<file path="src/rtl/temp_display_sequencer_if.sv">
// Signal bundle between the temperature sensor controller, the BCD converter
// and the display mux. The slave modport is the sequencer's view of it.
interface temp_display_sequencer_if;
    logic [12:0] temp_in;
    logic        temp_rdy;
    logic        temp_err;
    logic        bcd_idle;
    logic [31:0] bcd_result;
    logic        bcd_trigger;
    logic [31:0] bcd_in;
    logic [31:0] disp_bcd;
    logic [7:0]  disp_dots;
    logic        disp_valid;
    logic        err_flag;

    modport master (
        output temp_in, temp_rdy, temp_err, bcd_idle, bcd_result,
        input  bcd_trigger, bcd_in, disp_bcd, disp_dots, disp_valid, err_flag
    );

    modport slave (
        input  temp_in, temp_rdy, temp_err, bcd_idle, bcd_result,
        output bcd_trigger, bcd_in, disp_bcd, disp_dots, disp_valid, err_flag
    );
endinterface

</file>
<file path="src/rtl/temp_display_sequencer.sv">
// Samples the sensor word on a fixed tick, averages 2^AVG_LOG2 samples, scales to
// tenths of a degree and sequences one BCD conversion per average for the display.
module temp_display_sequencer #(
    parameter int unsigned SAMPLE_PERIOD = 25_000_000,
    parameter int unsigned AVG_LOG2      = 2,
    parameter int unsigned MISS_LIMIT    = 4,
    parameter int unsigned CONV_TIMEOUT  = 256
) (
    input  logic                   clk,
    input  logic                   reset_n,
    temp_display_sequencer_if.slave bus
);

    localparam int unsigned TICK_W = (SAMPLE_PERIOD > 1) ? $clog2(SAMPLE_PERIOD) : 1;
    localparam int unsigned ACC_W  = 12 + AVG_LOG2;
    localparam int unsigned CNT_W  = AVG_LOG2 + 1;
    localparam int unsigned MISS_W = $clog2(MISS_LIMIT + 1);
    localparam int unsigned TO_W   = $clog2(CONV_TIMEOUT);

    localparam logic [TICK_W-1:0] TICK_LAST = TICK_W'(SAMPLE_PERIOD - 1);
    localparam logic [CNT_W-1:0]  CNT_LAST  = CNT_W'((1 << AVG_LOG2) - 1);
    localparam logic [MISS_W-1:0] MISS_LAST = MISS_W'(MISS_LIMIT - 1);
    localparam logic [TO_W-1:0]   TO_LAST   = TO_W'(CONV_TIMEOUT - 1);

    typedef enum logic [2:0] {
        ST_WAIT  = 3'd0,
        ST_AVG   = 3'd1,
        ST_START = 3'd2,
        ST_TRIG  = 3'd3,
        ST_CONV  = 3'd4,
        ST_LATCH = 3'd5,
        ST_ERR   = 3'd6
    } state_t;

    state_t             state_r;
    state_t             state_next_s;
    logic [TICK_W-1:0]  tick_cnt_r;
    logic               tick_s;
    logic [ACC_W-1:0]   acc_r;
    logic [CNT_W-1:0]   cnt_r;
    logic [MISS_W-1:0]  miss_r;
    logic [TO_W-1:0]    to_cnt_r;
    logic               guard_r;
    logic               bcd_trigger_r;
    logic [31:0]        bcd_in_r;
    logic [31:0]        disp_bcd_r;
    logic               disp_valid_r;
    logic [7:0]         disp_dots_r;
    logic               err_flag_r;

    logic [11:0]        sample_s;
    logic [ACC_W-1:0]   acc_sum_s;
    logic [ACC_W-1:0]   avg_s;
    logic [15:0]        prod_s;
    logic [15:0]        scaled_s;
    logic               take_s;
    logic               miss_inc_s;
    logic               load_bin_s;
    logic               latch_s;
    logic               err_enter_s;
    logic               err_leave_s;
    logic               in_conv_s;

    // Negative readings clamp to zero; scaling to tenths is avg*10/16 in 16 bits.
    assign sample_s  = bus.temp_in[12] ? 12'd0 : bus.temp_in[11:0];
    assign acc_sum_s = acc_r + ACC_W'(sample_s);
    assign avg_s     = acc_r >> AVG_LOG2;
    assign prod_s    = 16'(avg_s) * 16'd10;
    assign scaled_s  = prod_s >> 3'd4;
    assign tick_s    = (tick_cnt_r == TICK_LAST);
    assign in_conv_s = (state_r == ST_START) || (state_r == ST_TRIG) || (state_r == ST_CONV);

    // Free-running sample tick counter, independent of the sequencer state.
    always_ff @(posedge clk or negedge reset_n) begin
        if (!reset_n) begin
            tick_cnt_r <= TICK_W'(0);
        end else begin
            tick_cnt_r <= tick_s ? TICK_W'(0) : tick_cnt_r + TICK_W'(1);
        end
    end

    // Sequencer state register.
    always_ff @(posedge clk or negedge reset_n) begin
        if (!reset_n) begin
            state_r <= ST_WAIT;
        end else begin
            state_r <= state_next_s;
        end
    end

    // Next-state decode and datapath strobes.
    always_comb begin
        state_next_s = state_r;
        take_s       = 1'b0;
        miss_inc_s   = 1'b0;
        load_bin_s   = 1'b0;
        latch_s      = 1'b0;
        err_enter_s  = 1'b0;
        err_leave_s  = 1'b0;
        case (state_r)
            ST_WAIT: begin
                if (!tick_s) begin
                    state_next_s = ST_WAIT;
                end else if (bus.temp_err) begin
                    state_next_s = ST_ERR;
                    err_enter_s  = 1'b1;
                end else if (bus.temp_rdy) begin
                    take_s       = 1'b1;
                    state_next_s = (cnt_r == CNT_LAST) ? ST_AVG : ST_WAIT;
                end else begin
                    miss_inc_s = 1'b1;
                    if (miss_r == MISS_LAST) begin
                        state_next_s = ST_ERR;
                        err_enter_s  = 1'b1;
                    end else begin
                        state_next_s = ST_WAIT;
                    end
                end
            end
            ST_AVG: begin
                load_bin_s   = 1'b1;
                state_next_s = ST_START;
            end
            ST_START: begin
                if (to_cnt_r == TO_LAST) begin
                    state_next_s = ST_ERR;
                    err_enter_s  = 1'b1;
                end else if (bus.bcd_idle) begin
                    state_next_s = ST_TRIG;
                end else begin
                    state_next_s = ST_START;
                end
            end
            ST_TRIG: begin
                state_next_s = ST_CONV;
            end
            ST_CONV: begin
                // guard_r masks the stale idle level in the cycle right after the trigger
                if (to_cnt_r == TO_LAST) begin
                    state_next_s = ST_ERR;
                    err_enter_s  = 1'b1;
                end else if (bus.bcd_idle && !guard_r) begin
                    state_next_s = ST_LATCH;
                end else begin
                    state_next_s = ST_CONV;
                end
            end
            ST_LATCH: begin
                latch_s      = 1'b1;
                state_next_s = ST_WAIT;
            end
            ST_ERR: begin
                if (tick_s && bus.temp_rdy && !bus.temp_err) begin
                    take_s       = 1'b1;
                    err_leave_s  = 1'b1;
                    state_next_s = (CNT_LAST == CNT_W'(0)) ? ST_AVG : ST_WAIT;
                end else begin
                    state_next_s = ST_ERR;
                end
            end
            default: begin
                state_next_s = ST_WAIT;
            end
        endcase
    end

    // Accumulator, sample/miss counters and the shared START+CONV timeout.
    always_ff @(posedge clk or negedge reset_n) begin
        if (!reset_n) begin
            acc_r    <= ACC_W'(0);
            cnt_r    <= CNT_W'(0);
            miss_r   <= MISS_W'(0);
            to_cnt_r <= TO_W'(0);
            guard_r  <= 1'b0;
        end else begin
            if (err_enter_s || load_bin_s) begin
                acc_r <= ACC_W'(0);
                cnt_r <= CNT_W'(0);
            end else if (take_s) begin
                acc_r <= acc_sum_s;
                cnt_r <= cnt_r + CNT_W'(1);
            end
            if (err_enter_s || take_s) begin
                miss_r <= MISS_W'(0);
            end else if (miss_inc_s) begin
                miss_r <= miss_r + MISS_W'(1);
            end
            to_cnt_r <= in_conv_s ? to_cnt_r + TO_W'(1) : TO_W'(0);
            guard_r  <= (state_r == ST_TRIG);
        end
    end

    // Registered converter handshake and display outputs.
    always_ff @(posedge clk or negedge reset_n) begin
        if (!reset_n) begin
            bcd_trigger_r <= 1'b0;
            bcd_in_r      <= 32'd0;
            disp_bcd_r    <= 32'd0;
            disp_valid_r  <= 1'b0;
            disp_dots_r   <= 8'b0000_0000;
            err_flag_r    <= 1'b0;
        end else begin
            bcd_trigger_r <= (state_next_s == ST_TRIG);
            if (load_bin_s) begin
                bcd_in_r <= {16'd0, scaled_s};
            end
            if (latch_s) begin
                disp_bcd_r   <= bus.bcd_result;
                disp_valid_r <= 1'b1;
            end
            if (err_enter_s) begin
                err_flag_r <= 1'b1;
            end else if (err_leave_s) begin
                err_flag_r <= 1'b0;
            end
            disp_dots_r <= (disp_valid_r && !err_flag_r) ? 8'b0000_0010 : 8'b0000_0000;
        end
    end

    assign bus.bcd_trigger = bcd_trigger_r;
    assign bus.bcd_in      = bcd_in_r;
    assign bus.disp_bcd    = disp_bcd_r;
    assign bus.disp_valid  = disp_valid_r;
    assign bus.disp_dots   = disp_dots_r;
    assign bus.err_flag    = err_flag_r;

endmodule

</file>
<file path="src/flat_wrapper.sv">
// flat-port wrapper written by rule: the top's interface ports become plain ports
module temp_display_sequencer_flat 
#(
    parameter int unsigned SAMPLE_PERIOD = 25_000_000,
    parameter int unsigned AVG_LOG2      = 2,
    parameter int unsigned MISS_LIMIT    = 4,
    parameter int unsigned CONV_TIMEOUT  = 256
)
  (clk, reset_n, bus_temp_in, bus_temp_rdy, bus_temp_err, bus_bcd_idle, bus_bcd_result, bus_bcd_trigger, bus_bcd_in, bus_disp_bcd, bus_disp_dots, bus_disp_valid, bus_err_flag);
  temp_display_sequencer_if bus_i ();
  input  logic clk;
  input  logic reset_n;
  input wire logic [$bits(bus_i.temp_in)-1:0] bus_temp_in;
  input wire logic [$bits(bus_i.temp_rdy)-1:0] bus_temp_rdy;
  input wire logic [$bits(bus_i.temp_err)-1:0] bus_temp_err;
  input wire logic [$bits(bus_i.bcd_idle)-1:0] bus_bcd_idle;
  input wire logic [$bits(bus_i.bcd_result)-1:0] bus_bcd_result;
  output wire logic [$bits(bus_i.bcd_trigger)-1:0] bus_bcd_trigger;
  output wire logic [$bits(bus_i.bcd_in)-1:0] bus_bcd_in;
  output wire logic [$bits(bus_i.disp_bcd)-1:0] bus_disp_bcd;
  output wire logic [$bits(bus_i.disp_dots)-1:0] bus_disp_dots;
  output wire logic [$bits(bus_i.disp_valid)-1:0] bus_disp_valid;
  output wire logic [$bits(bus_i.err_flag)-1:0] bus_err_flag;
  assign bus_i.temp_in = bus_temp_in;
  assign bus_i.temp_rdy = bus_temp_rdy;
  assign bus_i.temp_err = bus_temp_err;
  assign bus_i.bcd_idle = bus_bcd_idle;
  assign bus_i.bcd_result = bus_bcd_result;
  assign bus_bcd_trigger = bus_i.bcd_trigger;
  assign bus_bcd_in = bus_i.bcd_in;
  assign bus_disp_bcd = bus_i.disp_bcd;
  assign bus_disp_dots = bus_i.disp_dots;
  assign bus_disp_valid = bus_i.disp_valid;
  assign bus_err_flag = bus_i.err_flag;
  temp_display_sequencer #(.SAMPLE_PERIOD(SAMPLE_PERIOD), .AVG_LOG2(AVG_LOG2), .MISS_LIMIT(MISS_LIMIT), .CONV_TIMEOUT(CONV_TIMEOUT)) u_core (.clk(clk), .reset_n(reset_n), .bus(bus_i));
endmodule
</file>
<file path="config.mk">
export PLATFORM = sky130hd
export DESIGN_NAME = temp_display_sequencer_flat
export DESIGN_NICKNAME = d
export VERILOG_FILES = /design/src/rtl/temp_display_sequencer_if.sv /design/src/rtl/temp_display_sequencer.sv /design/src/flat_wrapper.sv
export SDC_FILE = /design/constraint.sdc
export NUM_CORES = 1
export LEC_CHECK = 0
export BUFFER_PORTS_ARGS = -buffer_cell sky130_fd_sc_hd__buf_4
export CORE_UTILIZATION = 57
export DETAILED_ROUTE_END_ITERATION = 6
export PLACE_DENSITY_LB_ADDON = 0.2
export SLEW_MARGIN = 5
export SYNTH_ARGS = -nofsm -noshare
export SYNTH_HDL_FRONTEND = slang
export SYNTH_SLANG_ARGS = --single-unit
</file>
<file path="constraint.sdc">
create_clock -name clk -period 5.9 [get_ports clk]
set_clock_uncertainty 0.05 [all_clocks]
set_input_delay 0.295 -clock clk [delete_from_list [all_inputs] [get_ports clk]]
set_output_delay 0.295 -clock clk [all_outputs]
set_load 0.01 [all_outputs]
</file>
==> impl_metrics.sql, run 1 <==
INSERT INTO impl_metrics (metric_group, metric, value, unit) VALUES
('grt', 'grt_util_all_layers', '22.1', '%'),
('grt', 'antenna_found_initial', '0', ''),
('placed_design', 'gp_congestion', '0.818', ''),
('synthesis', 'synthFlopType', 'dfrtp_1', ''),
('critical_path', 'critical_path_class', 'register to register', ''),
('routing', 'drt_wl_total', '11.4', 'mm'),
('grt', 'first_global_vias', '4317', ''),
('floorplanning', 'die_y', '104', 'um'),
('routing', 'drtPass1Iterations', '7', ''),
('synthesis', 'post_synthesis_instance_total', '573', ''),
('pwr', 'power.leakage', '3.40', 'nW'),
('synthesis', 'post_synth_fa_ha_maj_area_fraction', '8.41', '%'),
('synthesis', 'post_synth_instance_area', '5980', 'sq um'),
('clock_network', 'cts_root_buffer', 'clkbuf_8', ''),
('clock_network', 'cts.clk_slew.worst_paths', '100', 'ps'),
('clock_network', 'postCtsSetupBuffers', '0', ''),
('sta', 'finalCritPeriodShare', '48.2', '%'),
('critical_path', 'cp.required', '6130', 'ps'),
('routing', 'avgViaCountPerCell', '5.49', ''),
('synthesis', 'synth_compound_gate_area_share', '12.7', '%'),
('floorplanning', 'initial_utilization', '58.5', '%'),
('synthesis', 'synthTopCellsByArea', 'dfrtp_1 44%, ha_1 7.7%, mux2_2 6.6%', ''),
('sta', 'rsz0062_at_grt', 'false', ''),
('grt', 'grtUsageMet3', '4.14', '%'),
('synthesis', 'count_of_yosys_warnings_during_synthesis', '0', ''),
('synthesis', 'netlist-cell-type-count', '64', ''),
('pwr', 'power.total', '0.00132', 'W'),
('sta', 'slew_viol_final', '0', ''),
('floorplanning', 'fp.dieW', '104', 'um'),
('grt', 'global_route_hottest_layer', 'met2', ''),
('synthesis', 'number_of_enable_type_register_cells_in_the_synthesized_netlist', '0', ''),
('sta', 'totalNegativeSetupSlack', '0', 'ps'),
('routing', 'postRouteAntennaNets', '0', ''),
('synthesis', 'xor_and_xnor_area_share_after_synthesis', '4.54', '%'),
('sta', 'postLayoutSetupSlackWorst', '3050', 'ps'),
('floorplanning', 'row_count', '37', ''),
('synthesis', 'combinational_family_with_the_most_area_after_synthesis', 'simple AND/OR/NAND/NOR gates', ''),
('synthesis', 'synthDominantAreaCellType', 'dfrtp_1', ''),
('routing', 'route.detailed.drc', '0', ''),
('clock_network', 'clock_buffers_created_by_tritoncts', '9', ''),
('clock_network', 'clock_latency', '360', 'ps'),
('synthesis', 'synth.mux.area_fraction', '7.11', '%'),
('clock_network', 'cts_htree_levels', '3', ''),
('floorplanning', 'dieArea', '10900', 'sq um'),
('critical_path', 'endpoint_kind', 'register', ''),
('critical_path', 'timing.critical_path.cells', 'ha_1, and3_1, nand2_1, nor3_4, a21boi_1, a22o_1', ''),
('synthesis', 'ys_ff_latch', '105', ''),
('synthesis', 'synthArstFlopShare', '100', '%'),
('finish', 'final_layout_size_suffix_gt1_share', '25.9', '%'),
('finish', 'areaGrowthSynthToFinish', '15.7', '%'),
('sta', 'fin_crit', '2850', 'ps'),
('critical_path', 'cp_slowest_cell', 'a21boi_1', ''),
('worst_hold_path', 'hold_class', 'input pin to register', ''),
('clock_network', 'clock_tree.buffer_depth', '2', ''),
('clock_network', 'postCtsHoldBufs', '1', ''),
('routing', 'wl_per_cell', '14.2', 'um'),
('sta', 'worst_slew_margin', '21.7', '%'),
('critical_path', 'worst_path_largest_cell_delay', '920', 'ps'),
('synthesis', 'post_synth_and_or_nand_nor_area_fraction', '17.5', '%'),
('sta', 'worst_pin_slew', '1170', 'ps'),
('routing', 'drt_iter0_drc', '151', ''),
('placed_design', 'dp_slack', '3090', 'ps'),
('placed_design', 'place.detailed.hpwl', '8.45', 'mm'),
('floorplanning', 'area_of_the_core', '10200', 'sq um'),
('critical_path', 'crit_fanout', '15', ''),
('status', 'status', 'completed', ''),
('finish', 'diodes_inserted', '0', ''),
('grt', 'groute.layer.met2.usage', '38.0', '%'),
('sta', 'hold_slack', '111', 'ps'),
('critical_path', 'worst-endpoint-arrival', '3080', 'ps'),
('grt', 'use_met1', '28.5', '%');
==> path summary, 6_finish.rpt <==
path                                                end  slack [ps]            startpoint  depth (start not counted)
worst max-delay path                    u_core.cnt_r[1]        3050  u_core.tick_cnt_r[0]                          6
worst min register to register        u_core.state_r[0]         410        u_core.guard_r                          1
min in group asynchronous          u_core.bus.bcd_in[1]         340               reset_n                          2
max in group asynchronous         u_core.tick_cnt_r[13]        4190               reset_n                          3
worst max register to register          u_core.cnt_r[1]        3050  u_core.tick_cnt_r[0]                          6
worst min-delay path            u_core.bus.disp_bcd[28]         110    bus_bcd_result[28]                          2
==> state kept, by name, indices dropped and copies added, names as in the netlist <==
| register | cells |
|---|---|
| u_core.guard_r | 1 |
| u_core.tick_cnt_r | 25 |
| u_core.cnt_r | 3 |
| u_core.bus.err_flag | 1 |
| u_core.bus.bcd_trigger | 1 |
| u_core.miss_r | 3 |
| u_core.state_r | 3 |
| u_core.to_cnt_r | 8 |
| u_core.bus.disp_valid | 1 |
| u_core.bus.disp_bcd | 32 |
| u_core.bus.bcd_in | 12 |
| u_core.acc_r | 14 |
| u_core.bus.disp_dots | 1 |
==> report_power, final <==
group / switching (W) / internal, W
Combinational: 0.0000495 / 0.0000502
Sequential: 0.00000565 / 0.000730
Clock: 0.000245 / 0.000243
Total: 0.000300 / 0.00102
==> per-stage QoR <==
step | cells | utilization, % | instance area, sq um
6_report | 804 | 67.7 | 6920
2_1_floorplan | 599 | - | 6080
5_1_grt | 804 | 67.7 | 6920
3_3_place_gp | 787 | 65.5 | 6700
3_5_place_dp | 787 | 65.5 | 6700
4_1_cts | 804 | 67.7 | 6920
==> logic make-up after synthesis <==
kind of cell	after synthesis
AOI/OAI and AO/OA	112
xor gates and xnor gates	31
adders and majority gates	39
buffers and inverters	60
DFF	105
muxes	38
other	1
and+or+nand+nor	187
==> routing by layer <==
metal | wire length (um) | vias up
met4 | 119 | 0
met1 | 5090 | 2142
met5 | 0 | -
met2 | 5860 | 95
met3 | 384 | 10
li1 | - | 2168
==> worst max-delay path: cells and delay by family (launching register included) <==
family | cells | cell delay [ps]
flip-flops | 1 | 430
AO/OA/AOI/OAI | 2 | 1190
AND/OR/NAND/NOR | 3 | 860
adder cells (fa/ha/maj) | 1 | 230
==> cell usage in the layout (no fill, tap or decap), types with 10 or more instances in the layout <==
cell     synthesis  layout
dfrtp_1        105     105
buf_4           27      98
nand2_1         47      47
nor2_1          37      37
ha_1            37      37
mux2_2          35      35
conb_1           1      27
o21ai_0         24      24
nor2b_1         20      20
xor2_1          19      19
a21oi_1         17      17
inv_1           14      14
nand3_1         12      12
xnor2_1         12      12
o31ai_1         12      12
nor3_1          11      11
nand4_1         10      10
==> cell type report <==
| type | count | area, sq um |
|---|---|---|
| Clock buffer | 11 | 131 |
| Clock inverter | 5 | 85.1 |
| Fill cell | 803 | 3310 |
| Inverter | 14 | 52.6 |
| Multi-Input combinational cell | 434 | 3110 |
| Sequential cell | 105 | 2630 |
| Tap cell | 136 | 170 |
| Timing Repair Buffer | 99 | 746 |
Power figures use the tool's default switching activity.
==> run 2, diff against run 1 <==
--- a/config.mk
+++ b/config.mk
@@ -5,8 +5,9 @@
 export SDC_FILE = /design/constraint.sdc
 export NUM_CORES = 1
 export LEC_CHECK = 0
+export ABC_AREA = 1
 export BUFFER_PORTS_ARGS = -buffer_cell sky130_fd_sc_hd__buf_4
-export CORE_UTILIZATION = 57
+export CORE_UTILIZATION = 51
 export DETAILED_ROUTE_END_ITERATION = 6
 export PLACE_DENSITY_LB_ADDON = 0.2
 export SLEW_MARGIN = 5
==> constraint.sdc (replaced) <==
create_clock -name clk -period 2.55 [get_ports clk]
set_clock_uncertainty 0.05 [all_clocks]
set_input_delay 0.1275 -clock clk [delete_from_list [all_inputs] [get_ports clk]]
set_output_delay 0.1275 -clock clk [all_outputs]
set_load 0.01 [all_outputs]
==> run 2 against run 1 <==
Effect of this change: area after synthesis grew 6.8%; die area up 19%; utilization is 2.8 points lower; setup slack lost 2800 ps; critical endpoint is now u_core.bus.bcd_in[10]; largest cell class unchanged; largest power group unchanged; highest routed layer unchanged.
==> impl_metrics.sql, run 2 <==
INSERT INTO impl_metrics (metric_group, metric, value, unit) VALUES
('synthesis', 'number_of_enable_type_register_cells_in_the_synthesized_netlist', '0', ''),
('sta', 'timing.final.setup_violations', '0', ''),
('synthesis', 'count_of_yosys_warnings_during_synthesis', '0', ''),
('finish', 'final_common_cell', 'nand2_1', ''),
('finish', 'largest_register_ff_count', '32', ''),
('critical_path', 'endpoint_kind', 'register', ''),
('placed_design', 'placed_cells_incl_taps', '1042', ''),
('grt', 'first_global_vias', '5600', ''),
('critical_path', 'cp.required', '2760', 'ps'),
('placed_design', 'gp_congestion', '0.884', ''),
('placed_design', 'place_area', '7230', 'sq um'),
('synthesis', 'proportion_of_netlist_area_held_by_the_largest_area_contributor', '41.1', '%'),
('critical_path', 'critical_path.startpoint_type', 'register', ''),
('clock_network', 'cts.clk_slew.worst_paths', '80', 'ps'),
('synthesis', 'post_synthesis_instance_total', '780', ''),
('sta', 'finalHoldViolations', '0', ''),
('sta', 'rsz0062_at_grt', 'false', ''),
('critical_path', 'worst-endpoint-arrival', '2510', 'ps'),
('grt', 'antenna_found_initial', '0', ''),
('sta', 'finalCritPeriodShare', '90.3', '%'),
('floorplanning', 'initial_utilization', '52.8', '%'),
('sta', 'max_clock_freq', '434', 'MHz'),
('routing', 'drtPass1Iterations', '5', ''),
('finish', 'diodes_inserted', '0', ''),
('grt', 'grt_max_degree', '55', ''),
('grt', 'grt_first_pass_wirelength', '25.8', 'mm'),
('sta', 'fin_crit', '2300', 'ps'),
('clock_network', 'clock_sinks', '105', ''),
('placed_design', 'port_buffers', '97', ''),
('finish', 'stdcell_count', '1092', ''),
('finish', 'filler_cell_count', '1051', ''),
('synthesis', 'netlist-cell-type-count', '44', ''),
('critical_path', 'critical-path-top-cell-by-count', 'nand2_1', ''),
('sta', 'totalNegativeSetupSlack', '0', 'ps'),
('synthesis', 'yosysSeqAreaShare', '41.1', '%'),
('floorplanning', 'area_of_the_core', '12100', 'sq um'),
('clock_network', 'postCtsSetupBuffers', '0', ''),
('clock_network', 'clock_tree.buffer_depth', '2', ''),
('critical_path', 'rr_worst_depth', '16', ''),
('synthesis', 'synthFlopType', 'dfrtp_1', ''),
('critical_path', 'worst_path_largest_cell_delay', '420', 'ps'),
('routing', 'route.detailed.drc', '0', ''),
('critical_path', 'cp_slowest_cell', 'dfrtp_1', ''),
('critical_path', 'crit_start', 'u_core.acc_r[5]', ''),
('critical_path', 'timing.rr.start', 'u_core.acc_r[5]', ''),
('critical_path', 'rrSetupSlack', '250', 'ps'),
('synthesis', 'syn_avg_cell_area', '8.19', 'sq um'),
('routing', 'wl_per_cell', '14.1', 'um'),
('routing', 'postRouteAntennaNets', '0', ''),
('clock_network', 'postCtsHoldBufs', '34', ''),
('sta', 'worst_slew_margin', '55.5', '%'),
('routing', 'drt_wl_total', '15.4', 'mm'),
('clock_network', 'clock_latency', '360', 'ps'),
('critical_path', 'crit_fanout', '4', ''),
('finish', 'layout.core_utilization', '64.9', '%'),
('pwr', 'power.leakage', '4.18', 'nW'),
('clock_network', 'clock_buffers_created_by_tritoncts', '9', ''),
('synthesis', 'synthTopCellsByArea', 'dfrtp_1 41%, nand2_1 11%, ha_1 7.2%', ''),
('critical_path', 'crit_path_end', 'u_core.bus.bcd_in[10]', ''),
('grt', 'grt_util_all_layers', '25.3', '%'),
('routing', 'avgViaCountPerCell', '4.98', ''),
('finish', 'nets', '1008', ''),
('clock_network', 'cts_tree', 'built', ''),
('synthesis', 'synthDominantAreaCellType', 'dfrtp_1', ''),
('finish', 'final_cell_area', '7860', 'sq um'),
('floorplanning', 'row_count', '40', ''),
('routing', 'detailroute.via_count', '5434', ''),
('finish', 'final_layout_size_suffix_gt1_share', '19.4', '%'),
('clock_network', 'cts_root_buffer', 'clkbuf_16', ''),
('clock_network', 'cts_htree_levels', '3', ''),
('critical_path', 'critical_path_class', 'register to register', ''),
('status', 'status', 'completed', ''),
('synthesis', 'synthArstFlopShare', '100', '%'),
('sta', 'worst_pin_slew', '667', 'ps'),
('floorplanning', 'io-pin-count', '125', ''),
('clock_network', 'ctsResizeCount', '0', ''),
('flow_run', 'cap_violations', '0', ''),
('routing', 'drt_iter0_drc', '257', ''),
('sta', 'slew_viol_final', '0', ''),
('pwr', 'ir_worst_vdd', '0.288', 'mV'),
('critical_path', 'timing.critical_path.cells', 'ha_1, ha_1, inv_1, fa_1, inv_1, nand3_1, nand2_1, nand2_1, nand2_1, nand2_1, nand2_1, nand2_1, nand2_1, nand2_1, inv_1, nor2_1', ''),
('floorplanning', 'die_y', '114', 'um'),
('synthesis', 'post_synth_instance_area', '6390', 'sq um'),
('critical_path', 'crit-reg2reg-capture', 'u_core.bus.bcd_in[10]', ''),
('synthesis', 'ys_ff_latch', '105', ''),
('pwr', 'power_density', '425', 'nW/um^2'),
('floorplanning', 'dieArea', '13000', 'sq um'),
('floorplanning', 'fp.dieW', '114', 'um'),
('placed_design', 'place.detailed.hpwl', '11.2', 'mm'),
('synthesis', 'most_common_cell_in_the_synthesized_netlist', 'nand2_1', ''),
('synthesis', 'synth.top_cells.by_count', '187 x nand2_1, 105 x dfrtp_1, 100 x inv_1', ''),
('finish', 'areaGrowthSynthToFinish', '23.0', '%'),
('worst_hold_path', 'hold_class', 'input pin to register', ''),
('finish', 'commonest_non_fill_non_tap_cells_in_the_layout', '187 x nand2_1, 105 x dfrtp_1, 103 x buf_4', ''),
('grt', 'grt_overflow', '0', '');
==> run 2: cell types whose count changed after synthesis, moves of 8 or more <==
cell	change
o21ai_0	-9
nand2_1	+140
inv_1	+86
o21ai_2	-8
nand3_1	+28
o31ai_1	-12
o21a_1	-9
clkbuf_1	-8
nor2b_1	-20
xnor2_1	-8
nor2_1	+57
==> run 2: cell families (layout without fill, tap and decap cells) <==
group           after synthesis  after routing  share of synthesized area [%]
compound gates               52             52                           5.19
xor+xnor                     28             28                           3.84
fa+ha+maj                    39             39                           7.87
buf+inv                     142            260                           10.3
flops                       105            105                           41.1
mux                          32             32                           5.64
other cells                   1             27                         0.0587
simple gates                381            381                           26.0
==> run 2: final cells by class <==
cell class	count	area [sq um]	share of cell area [%]
inverter	106	398	5.06
sequential	105	2630	33.4
multi-input combinational	559	3200	40.7
clock buffer	9	225	2.87
timing repair buffer	138	1130	14.4
tap	168	210	2.67
clock inverter	7	63.8	0.812
==> run 2: worst min-delay path by stage <==
stage | to | slack, ps | cells after the start | start
floorplan | u_core.acc_r[0] | -220 | 0 | reset_n
global placement | u_core.tick_cnt_r[17] | 140 | 1 | reset_n
detailed placement | u_core.tick_cnt_r[17] | 150 | 1 | reset_n
CTS | u_core.miss_r[1] | 20 | 4 | bus_temp_rdy
global route | u_core.miss_r[1] | 60 | 4 | bus_temp_rdy
finish | u_core.miss_r[1] | 30 | 4 | bus_temp_rdy
==> run 2: routing by layer <==
| layer | share of wire, % | routed length [um] | vias to the layer above | global-route usage [%] |
|---|---|---|---|---|
| li1 | - | - | 2719 | - |
| met1 | 40 | 6240 | 2559 | 28.7 |
| met2 | 53 | 8160 | 126 | 46.7 |
| met3 | 4.2 | 650 | 30 | 5.37 |
| met4 | 2.4 | 368 | 0 | 8.83 |
| met5 | 0 | 0 | - | 0 |
==> run 2: power by group <==
group / total, W / switching [W] / internal, W
combinational: 0.000286 / 0.000137 / 0.000148
clock: 0.00135 / 0.000672 / 0.000681
sequential: 0.00170 / 0.0000146 / 0.00169
==> run 2: through the flow <==
stage / total power (W) / worst slack (ps) / hold slack, ps
4_1_cts: 0.00338 / 248 / 20.5
3_5_place_dp: 0.00198 / 255 / 153
3_3_place_gp: 0.00197 / 315 / 141
5_1_grt: 0.00347 / 35.2 / 58.4
6_report: 0.00334 / 248 / 33.4
2_1_floorplan: 0.00185 / 456 / -218
==> run 2: worst max-delay path: cells and delay by family (launching register included) <==
family,cells,cell delay [ps]
simple gates,10,660
flops,1,420
buf+inv,3,190
fa+ha+maj,3,890
